### config.mk
export PLATFORM = sky130hd
export DESIGN_NAME = led_serial_driver_flat
export DESIGN_NICKNAME = d
export VERILOG_FILES = /design/src/rtl/led_serial_driver_pkg.sv /design/src/rtl/led_serial_driver_if.sv /design/src/rtl/led_serial_driver_p2s_phase_counter.sv /design/src/rtl/led_serial_driver.sv /design/src/flat_wrapper.sv
export SDC_FILE = /design/constraint.sdc
export NUM_CORES = 1
export LEC_CHECK = 0
export ABC_CLOCK_PERIOD_IN_PS = 2600
export BUFFER_PORTS_ARGS = -buffer_cell sky130_fd_sc_hd__buf_2
export CAP_MARGIN = 20
export CORE_MARGIN = 2
export CORE_UTILIZATION = 57
export CTS_CLUSTER_SIZE = 24
export DETAILED_ROUTE_END_ITERATION = 7
export GPL_TIMING_DRIVEN = 0
export PLACE_DENSITY = 0.78
export SETUP_SLACK_MARGIN = 0.1
export SLEW_MARGIN = 0
export SYNTH_ARGS = -nofsm -noshare
export SYNTH_HDL_FRONTEND = slang
export SYNTH_SLANG_ARGS = --single-unit
export TNS_END_PERCENT = 1
### constraint.sdc
create_clock -name clk -period 2.6 [get_ports clk]
set_input_delay 0.26 -clock clk [delete_from_list [all_inputs] [get_ports clk]]
set_output_delay 0.26 -clock clk [all_outputs]
set_load 0.005 [all_outputs]
### src/rtl/led_serial_driver_pkg.sv
// rtl/led_serial_driver_pkg.sv - shared state encoding and default geometry for the LED serial driver
package led_serial_driver_pkg;

    // Transfer sequencing states, 3-bit encoding shared with the SPIO side
    typedef enum logic [2:0] {
        ST_IDLE     = 3'd0,
        ST_CLEAR    = 3'd1,
        ST_SHIFT_LO = 3'd2,
        ST_SHIFT_HI = 3'd3,
        ST_LATCH    = 3'd4
    } state_t;

    localparam int DEF_DATA_BITS  = 16;
    localparam int DEF_CLK_DIV    = 2;
    localparam int DEF_CLR_CYCLES = 2;

endpackage

### src/rtl/led_serial_driver_if.sv
// rtl/led_serial_driver_if.sv - request and external shift-register pins of the LED serial driver
import led_serial_driver_pkg::*;

interface led_serial_driver_if #(
    parameter int DATA_BITS = DEF_DATA_BITS
) ();
    logic                 Start;
    logic [DATA_BITS-1:0] PData;
    logic                 sclk;
    logic                 sout;
    logic                 sclrn;
    logic                 EN;
    logic                 busy;
    logic                 done;

    modport master (
        output Start, PData,
        input  sclk, sout, sclrn, EN, busy, done
    );

    modport slave (
        input  Start, PData,
        output sclk, sout, sclrn, EN, busy, done
    );
endinterface

### src/rtl/led_serial_driver_p2s_phase_counter.sv
// rtl/led_serial_driver_p2s_phase_counter.sv - loadable down-counter timing clear and sclk phases
module p2s_phase_counter #(
    parameter int WIDTH = 2
) (
    input  logic             clk,
    input  logic             rst,
    input  logic             load,
    input  logic [WIDTH-1:0] load_val,
    output logic             tc
);
    logic [WIDTH-1:0] count;

    // Load on phase entry, then count down and park at zero (terminal count)
    always_ff @(posedge clk) begin
        if (rst) begin
            count <= '0;
        end else if (load) begin
            count <= load_val;
        end else if (count != '0) begin
            count <= count - WIDTH'(1);
        end
    end

    assign tc = (count == '0);
endmodule

### src/rtl/led_serial_driver.sv
// rtl/led_serial_driver.sv - serialises the LED word onto the external shift register with clear/latch
import led_serial_driver_pkg::*;

module led_serial_driver #(
    parameter int DATA_BITS  = DEF_DATA_BITS,
    parameter int CLK_DIV    = DEF_CLK_DIV,
    parameter int CLR_CYCLES = DEF_CLR_CYCLES
) (
    input  logic                clk,
    input  logic                rst,
    led_serial_driver_if.slave  bus
);
    localparam int CNT_MAX = (CLR_CYCLES > CLK_DIV) ? CLR_CYCLES : CLK_DIV;
    localparam int CNT_W   = $clog2(CNT_MAX) + 1;
    localparam int BIT_W   = (DATA_BITS > 1) ? $clog2(DATA_BITS) : 1;

    localparam logic [CNT_W-1:0] CLR_LOAD = CNT_W'(CLR_CYCLES - 1);
    localparam logic [CNT_W-1:0] DIV_LOAD = CNT_W'(CLK_DIV - 1);
    localparam logic [BIT_W-1:0] BIT_LAST = BIT_W'(DATA_BITS - 1);

    state_t               state;
    state_t               state_n;
    logic                 start_q;
    logic                 start_edge;
    logic                 pending;
    logic [DATA_BITS-1:0] shift_reg;
    logic [DATA_BITS-1:0] pend_reg;
    logic [BIT_W-1:0]     bit_cnt;
    logic                 cnt_load;
    logic [CNT_W-1:0]     cnt_val;
    logic                 cnt_tc;

    // start_q resets low so a Start already high at reset release still reads as an edge
    assign start_edge = bus.Start & ~start_q;

    p2s_phase_counter #(
        .WIDTH (CNT_W)
    ) u_phase (
        .clk      (clk),
        .rst      (rst),
        .load     (cnt_load),
        .load_val (cnt_val),
        .tc       (cnt_tc)
    );

    // State register
    always_ff @(posedge clk) begin
        if (rst) begin
            state <= ST_IDLE;
        end else begin
            state <= state_n;
        end
    end

    // Next state and phase-counter reloads; each timed phase reloads the counter on entry
    always_comb begin
        state_n  = state;
        cnt_load = 1'b0;
        cnt_val  = '0;
        case (state)
            ST_IDLE: begin
                if (start_edge) begin
                    state_n  = ST_CLEAR;
                    cnt_load = 1'b1;
                    cnt_val  = CLR_LOAD;
                end
            end
            ST_CLEAR: begin
                if (cnt_tc) begin
                    state_n  = ST_SHIFT_LO;
                    cnt_load = 1'b1;
                    cnt_val  = DIV_LOAD;
                end
            end
            ST_SHIFT_LO: begin
                if (cnt_tc) begin
                    state_n  = ST_SHIFT_HI;
                    cnt_load = 1'b1;
                    cnt_val  = DIV_LOAD;
                end
            end
            ST_SHIFT_HI: begin
                if (cnt_tc) begin
                    if (bit_cnt == '0) begin
                        state_n = ST_LATCH;
                    end else begin
                        state_n  = ST_SHIFT_LO;
                        cnt_load = 1'b1;
                        cnt_val  = DIV_LOAD;
                    end
                end
            end
            ST_LATCH: begin
                if (pending || start_edge) begin
                    state_n  = ST_CLEAR;
                    cnt_load = 1'b1;
                    cnt_val  = CLR_LOAD;
                end else begin
                    state_n = ST_IDLE;
                end
            end
            default: state_n = ST_IDLE;
        endcase
    end

    // Capture, shifting, bit counting and the one-deep request buffer (last request wins)
    always_ff @(posedge clk) begin
        if (rst) begin
            start_q   <= 1'b0;
            shift_reg <= '0;
            pend_reg  <= '0;
            pending   <= 1'b0;
            bit_cnt   <= '0;
        end else begin
            start_q <= bus.Start;
            case (state)
                ST_IDLE: begin
                    if (start_edge) begin
                        shift_reg <= bus.PData;
                    end
                end
                ST_CLEAR: begin
                    if (cnt_tc) begin
                        bit_cnt <= BIT_LAST;
                    end
                end
                ST_SHIFT_HI: begin
                    if (cnt_tc) begin
                        shift_reg <= shift_reg << 1;
                        if (bit_cnt != '0) begin
                            bit_cnt <= bit_cnt - BIT_W'(1);
                        end
                    end
                end
                ST_LATCH: begin
                    // A request arriving in the latch cycle is newer than any buffered one
                    if (start_edge) begin
                        shift_reg <= bus.PData;
                    end else if (pending) begin
                        shift_reg <= pend_reg;
                    end
                    pending <= 1'b0;
                end
                default: ;
            endcase
            if (start_edge && (state != ST_IDLE) && (state != ST_LATCH)) begin
                pend_reg <= bus.PData;
                pending  <= 1'b1;
            end
        end
    end

    // Registered pin drivers decoded from the current state, so the board pins never glitch
    always_ff @(posedge clk) begin
        if (rst) begin
            bus.sclk  <= 1'b0;
            bus.sout  <= 1'b0;
            bus.sclrn <= 1'b1;
            bus.EN    <= 1'b0;
            bus.busy  <= 1'b0;
            bus.done  <= 1'b0;
        end else begin
            bus.sclk  <= (state == ST_SHIFT_HI);
            bus.sout  <= ((state == ST_SHIFT_LO) || (state == ST_SHIFT_HI)) ?
                         shift_reg[DATA_BITS-1] : 1'b0;
            bus.sclrn <= (state != ST_CLEAR);
            bus.EN    <= (state == ST_LATCH);
            bus.done  <= (state == ST_LATCH);
            bus.busy  <= (state != ST_IDLE) || start_edge;
        end
    end
endmodule

### src/flat_wrapper.sv
// flat-port wrapper written by rule: the top's interface ports become plain ports
module led_serial_driver_flat 
#(
    parameter int DATA_BITS  = DEF_DATA_BITS,
    parameter int CLK_DIV    = DEF_CLK_DIV,
    parameter int CLR_CYCLES = DEF_CLR_CYCLES
)
  (clk, rst, bus_Start, bus_PData, bus_sclk, bus_sout, bus_sclrn, bus_EN, bus_busy, bus_done);
  led_serial_driver_if #(.DATA_BITS(DATA_BITS)) bus_i ();
  input  logic clk;
  input  logic rst;
  input wire logic [$bits(bus_i.Start)-1:0] bus_Start;
  input wire logic [$bits(bus_i.PData)-1:0] bus_PData;
  output wire logic [$bits(bus_i.sclk)-1:0] bus_sclk;
  output wire logic [$bits(bus_i.sout)-1:0] bus_sout;
  output wire logic [$bits(bus_i.sclrn)-1:0] bus_sclrn;
  output wire logic [$bits(bus_i.EN)-1:0] bus_EN;
  output wire logic [$bits(bus_i.busy)-1:0] bus_busy;
  output wire logic [$bits(bus_i.done)-1:0] bus_done;
  assign bus_i.Start = bus_Start;
  assign bus_i.PData = bus_PData;
  assign bus_sclk = bus_i.sclk;
  assign bus_sout = bus_i.sout;
  assign bus_sclrn = bus_i.sclrn;
  assign bus_EN = bus_i.EN;
  assign bus_busy = bus_i.busy;
  assign bus_done = bus_i.done;
  led_serial_driver #(.DATA_BITS(DATA_BITS), .CLK_DIV(CLK_DIV), .CLR_CYCLES(CLR_CYCLES)) u_core (.clk(clk), .rst(rst), .bus(bus_i));
endmodule
==> results.json <==
{
  "port_buffers": 24,
  "drc": 0,
  "clk_pin_slew_ps": 90,
  "via_count": 2007,
  "ys.flop_type": "dfxtp_1",
  "fin_setup_tns_ps": 0,
  "slowest_stage": "clkbuf_1",
  "rsz0062_at_grt": "no",
  "worst_ep_required_time_ps": 2820,
  "top_usage_layer": "met2",
  "overflow": 0,
  "rows": 22,
  "tightest_slew_ps": 731,
  "vdd_ir_drop_max_uv": 433,
  "antenna_found_initial": 0,
  "grt_pass1_wl_mm": 8.84,
  "vias_per_cell": 5.87,
  "period_needed_ps": 2060,
  "max_freq_mhz": 486,
  "die_x_um": 66.2,
  "holdCritPathClass": "input pin to flip-flop",
  "ys_types": 40,
  "use_met2_pct": 42.5,
  "grt_pass1_vias": 1934,
  "drv_slew": 0,
  "cts_made_buffers": 5,
  "wl_per_cell_um": 15.2,
  "synth_seq_cells": 48,
  "ys_seq_area_share_pct": 43.5,
  "tritoncts": "done",
  "dp_hpwl_mm": 3.57,
  "fillers": 340,
  "syn_area_um2": 2210,
  "status": "finished clean",
  "cts_post_setup_buffers_inserted": 0,
  "path_class": "flip-flop to flip-flop",
  "relSlewSlack_pct": 51.3,
  "dieArea_um2": 4390,
  "finalSetupViolations": 0,
  "htree_levels": 2,
  "clk_latency_ps": 310,
  "ant_nets": 0,
  "grt_use_total_pct": 26.5,
  "core-area_um2": 3690,
  "drive_above_1_share_pct": 19.0,
  "cap_violations": 0,
  "fp.dieH_um": 66.2,
  "grt_max_degree": 16,
  "syn_area_per_cell_um2": 8.42,
  "cp-start-kind": "flip-flop",
  "synth_top_area_cell": "dfxtp_1",
  "end_kind": "flip-flop",
  "met3_usage_pct": 4.09,
  "synth_fp_nets": 283,
  "skew_ps": 9.43,
  "synth_area_leaders": "dfxtp_1 44%, nand2_1 7.0%, a311oi_2 6.1%, a22oi_1 5.1%, a21oi_1 4.8%",
  "worstHoldPathCells": 3,
  "synth_edf_count": 0,
  "boundaryPins": 25,
  "drt-total-wl_mm": 5.19,
  "leakage_nw": 0.906,
  "ff2ff_path_depth": 8,
  "ys_async_sr_fraction_pct": 0,
  "nets": 314,
  "synth_cells": 262,
  "min_period_over_period_pct": 79.2,
  "dr.pass1.iters": 4,
  "met1_usage_pct": 34.9,
  "ctsLongestPathBuffers": 2,
  "hold_buffers": 0,
  "yosysWarnings": 0,
  "initial_utilization_pct": 59.8,
  "arrival_ps": 2270,
  "finalHoldViolCount": 0,
  "slowest_delay_ps": 400,
  "n_antenna_cell": 0,
  "power_density_nw_per_um2": 823,
  "layout_common_cells": "48 x dfxtp_1, 41 x nand2_1, 29 x buf_2",
  "drt_iter0_markers": 168,
  "ctsResizeCount": 0,
  "worst-path-max-fanout": 10,
  "layout_commonest_cell": "dfxtp_1",
  "post-route-cell-area_um2": 2480,
  "synthToLayoutAreaGrowth_pct": 12.6,
  "place_area_um2": 2390,
  "clock-sinks": 48,
  "path_cells": "inv_1, ha_1, clkbuf_1, and2_4, buf_6, clkbuf_1, nor3_1, a311oi_2",
  "critical_path.most_common_cell": "clkbuf_1",
  "cts-root-buf": "clkbuf_8",
  "place_congestion": 0.808,
  "post-synth-top-area-fraction_pct": 43.5
}
[per-layer routing]
metal | wire length, um | part of all wire [%]
met5 | 0 | 0
met4 | 116 | 2.2
met3 | 246 | 4.7
met2 | 2370 | 46
met1 | 2450 | 47
[final timing paths]
path | start | endpoint | slack, ps
setup / recovery | u_core.u_phase.count[0] | u_core.shift_reg[4] | 540
hold / removal | bus_PData[9] | u_core.pend_reg[9] | 190
setup reg to reg | u_core.u_phase.count[0] | u_core.shift_reg[4] | 540
hold reg to reg | u_core.pend_reg[0] | u_core.pend_reg[0] | 460
[cells by family (layout without fill, tap and decap cells)]
| group | Yosys count | count (layout) | share of synthesized area [%] |
|---|---|---|---|
| DFF | 48 | 48 | 43.5 |
| adders and majority gates | 2 | 2 | 1.13 |
| xor gates and xnor gates | 1 | 1 | 0.397 |
| AOI/OAI and AO/OA | 68 | 68 | 24.3 |
| buffers and inverters | 36 | 68 | 7.94 |
| and+or+nand+nor | 107 | 107 | 22.7 |
[through the flow]
stage	utilization [%]	hold slack (ps)	power [mW]	setup WS, ps	instances
after floorplan	-	388	1.43	866	262
after global placement	64.7	443	1.56	603	334
after detailed placement	64.7	446	1.59	560	334
after CTS	67.4	193	2.05	534	342
after global routing	67.4	194	2.18	374	342
final	67.4	192	2.05	541	342
[final cells by class]
class	count	area, um^2	area share, %
Sequential cell	48	961	38.7
Inverter	7	26.3	1.06
Timing Repair Buffer	24	120	4.83
Tap cell	48	60.1	2.42
Clock buffer	6	82.6	3.32
Multi-Input combinational cell	178	1070	43.1
Clock inverter	2	15.0	0.604
Buffer	29	149	5.99
[critical path, delay by kind of cell, from the launching register on]
family	cells	cell delay, ps
adder cells (fa/ha/maj)	1	130
buffers and inverters	4	910
flip-flops	1	340
AND/OR/NAND/NOR	2	330
AO/OA/AOI/OAI	1	260
[where the power goes]
group | internal (mW) | switching (mW) | leakage (nW) | total (mW)
Clock | 0.216 | 0.258 | 0.0434 | 0.474
Combinational | 0.277 | 0.367 | 0.469 | 0.644
Sequential | 0.856 | 0.0721 | 0.393 | 0.928
Total | 1.35 | 0.698 | 0.906 | 2.05
[synth_stat cells (2+ instances only)]
cell type / number
buf_2: 5
clkbuf_1: 17
inv_1: 7
nand3_1: 17
nand2_1: 41
a22oi_1: 15
a21oi_1: 21
buf_1: 2
a41oi_1: 2
buf_6: 4
a311oi_1: 7
ha_1: 2
a311oi_2: 9
nand2b_1: 2
o21a_1: 3
nor2_1: 15
nand3b_1: 2
or2_2: 2
nor2b_1: 2
nor3_1: 17
and3b_1: 2
o21ai_0: 2
dfxtp_1: 48
a211oi_1: 2
Note: power is estimated with default switching activity, not from simulation.
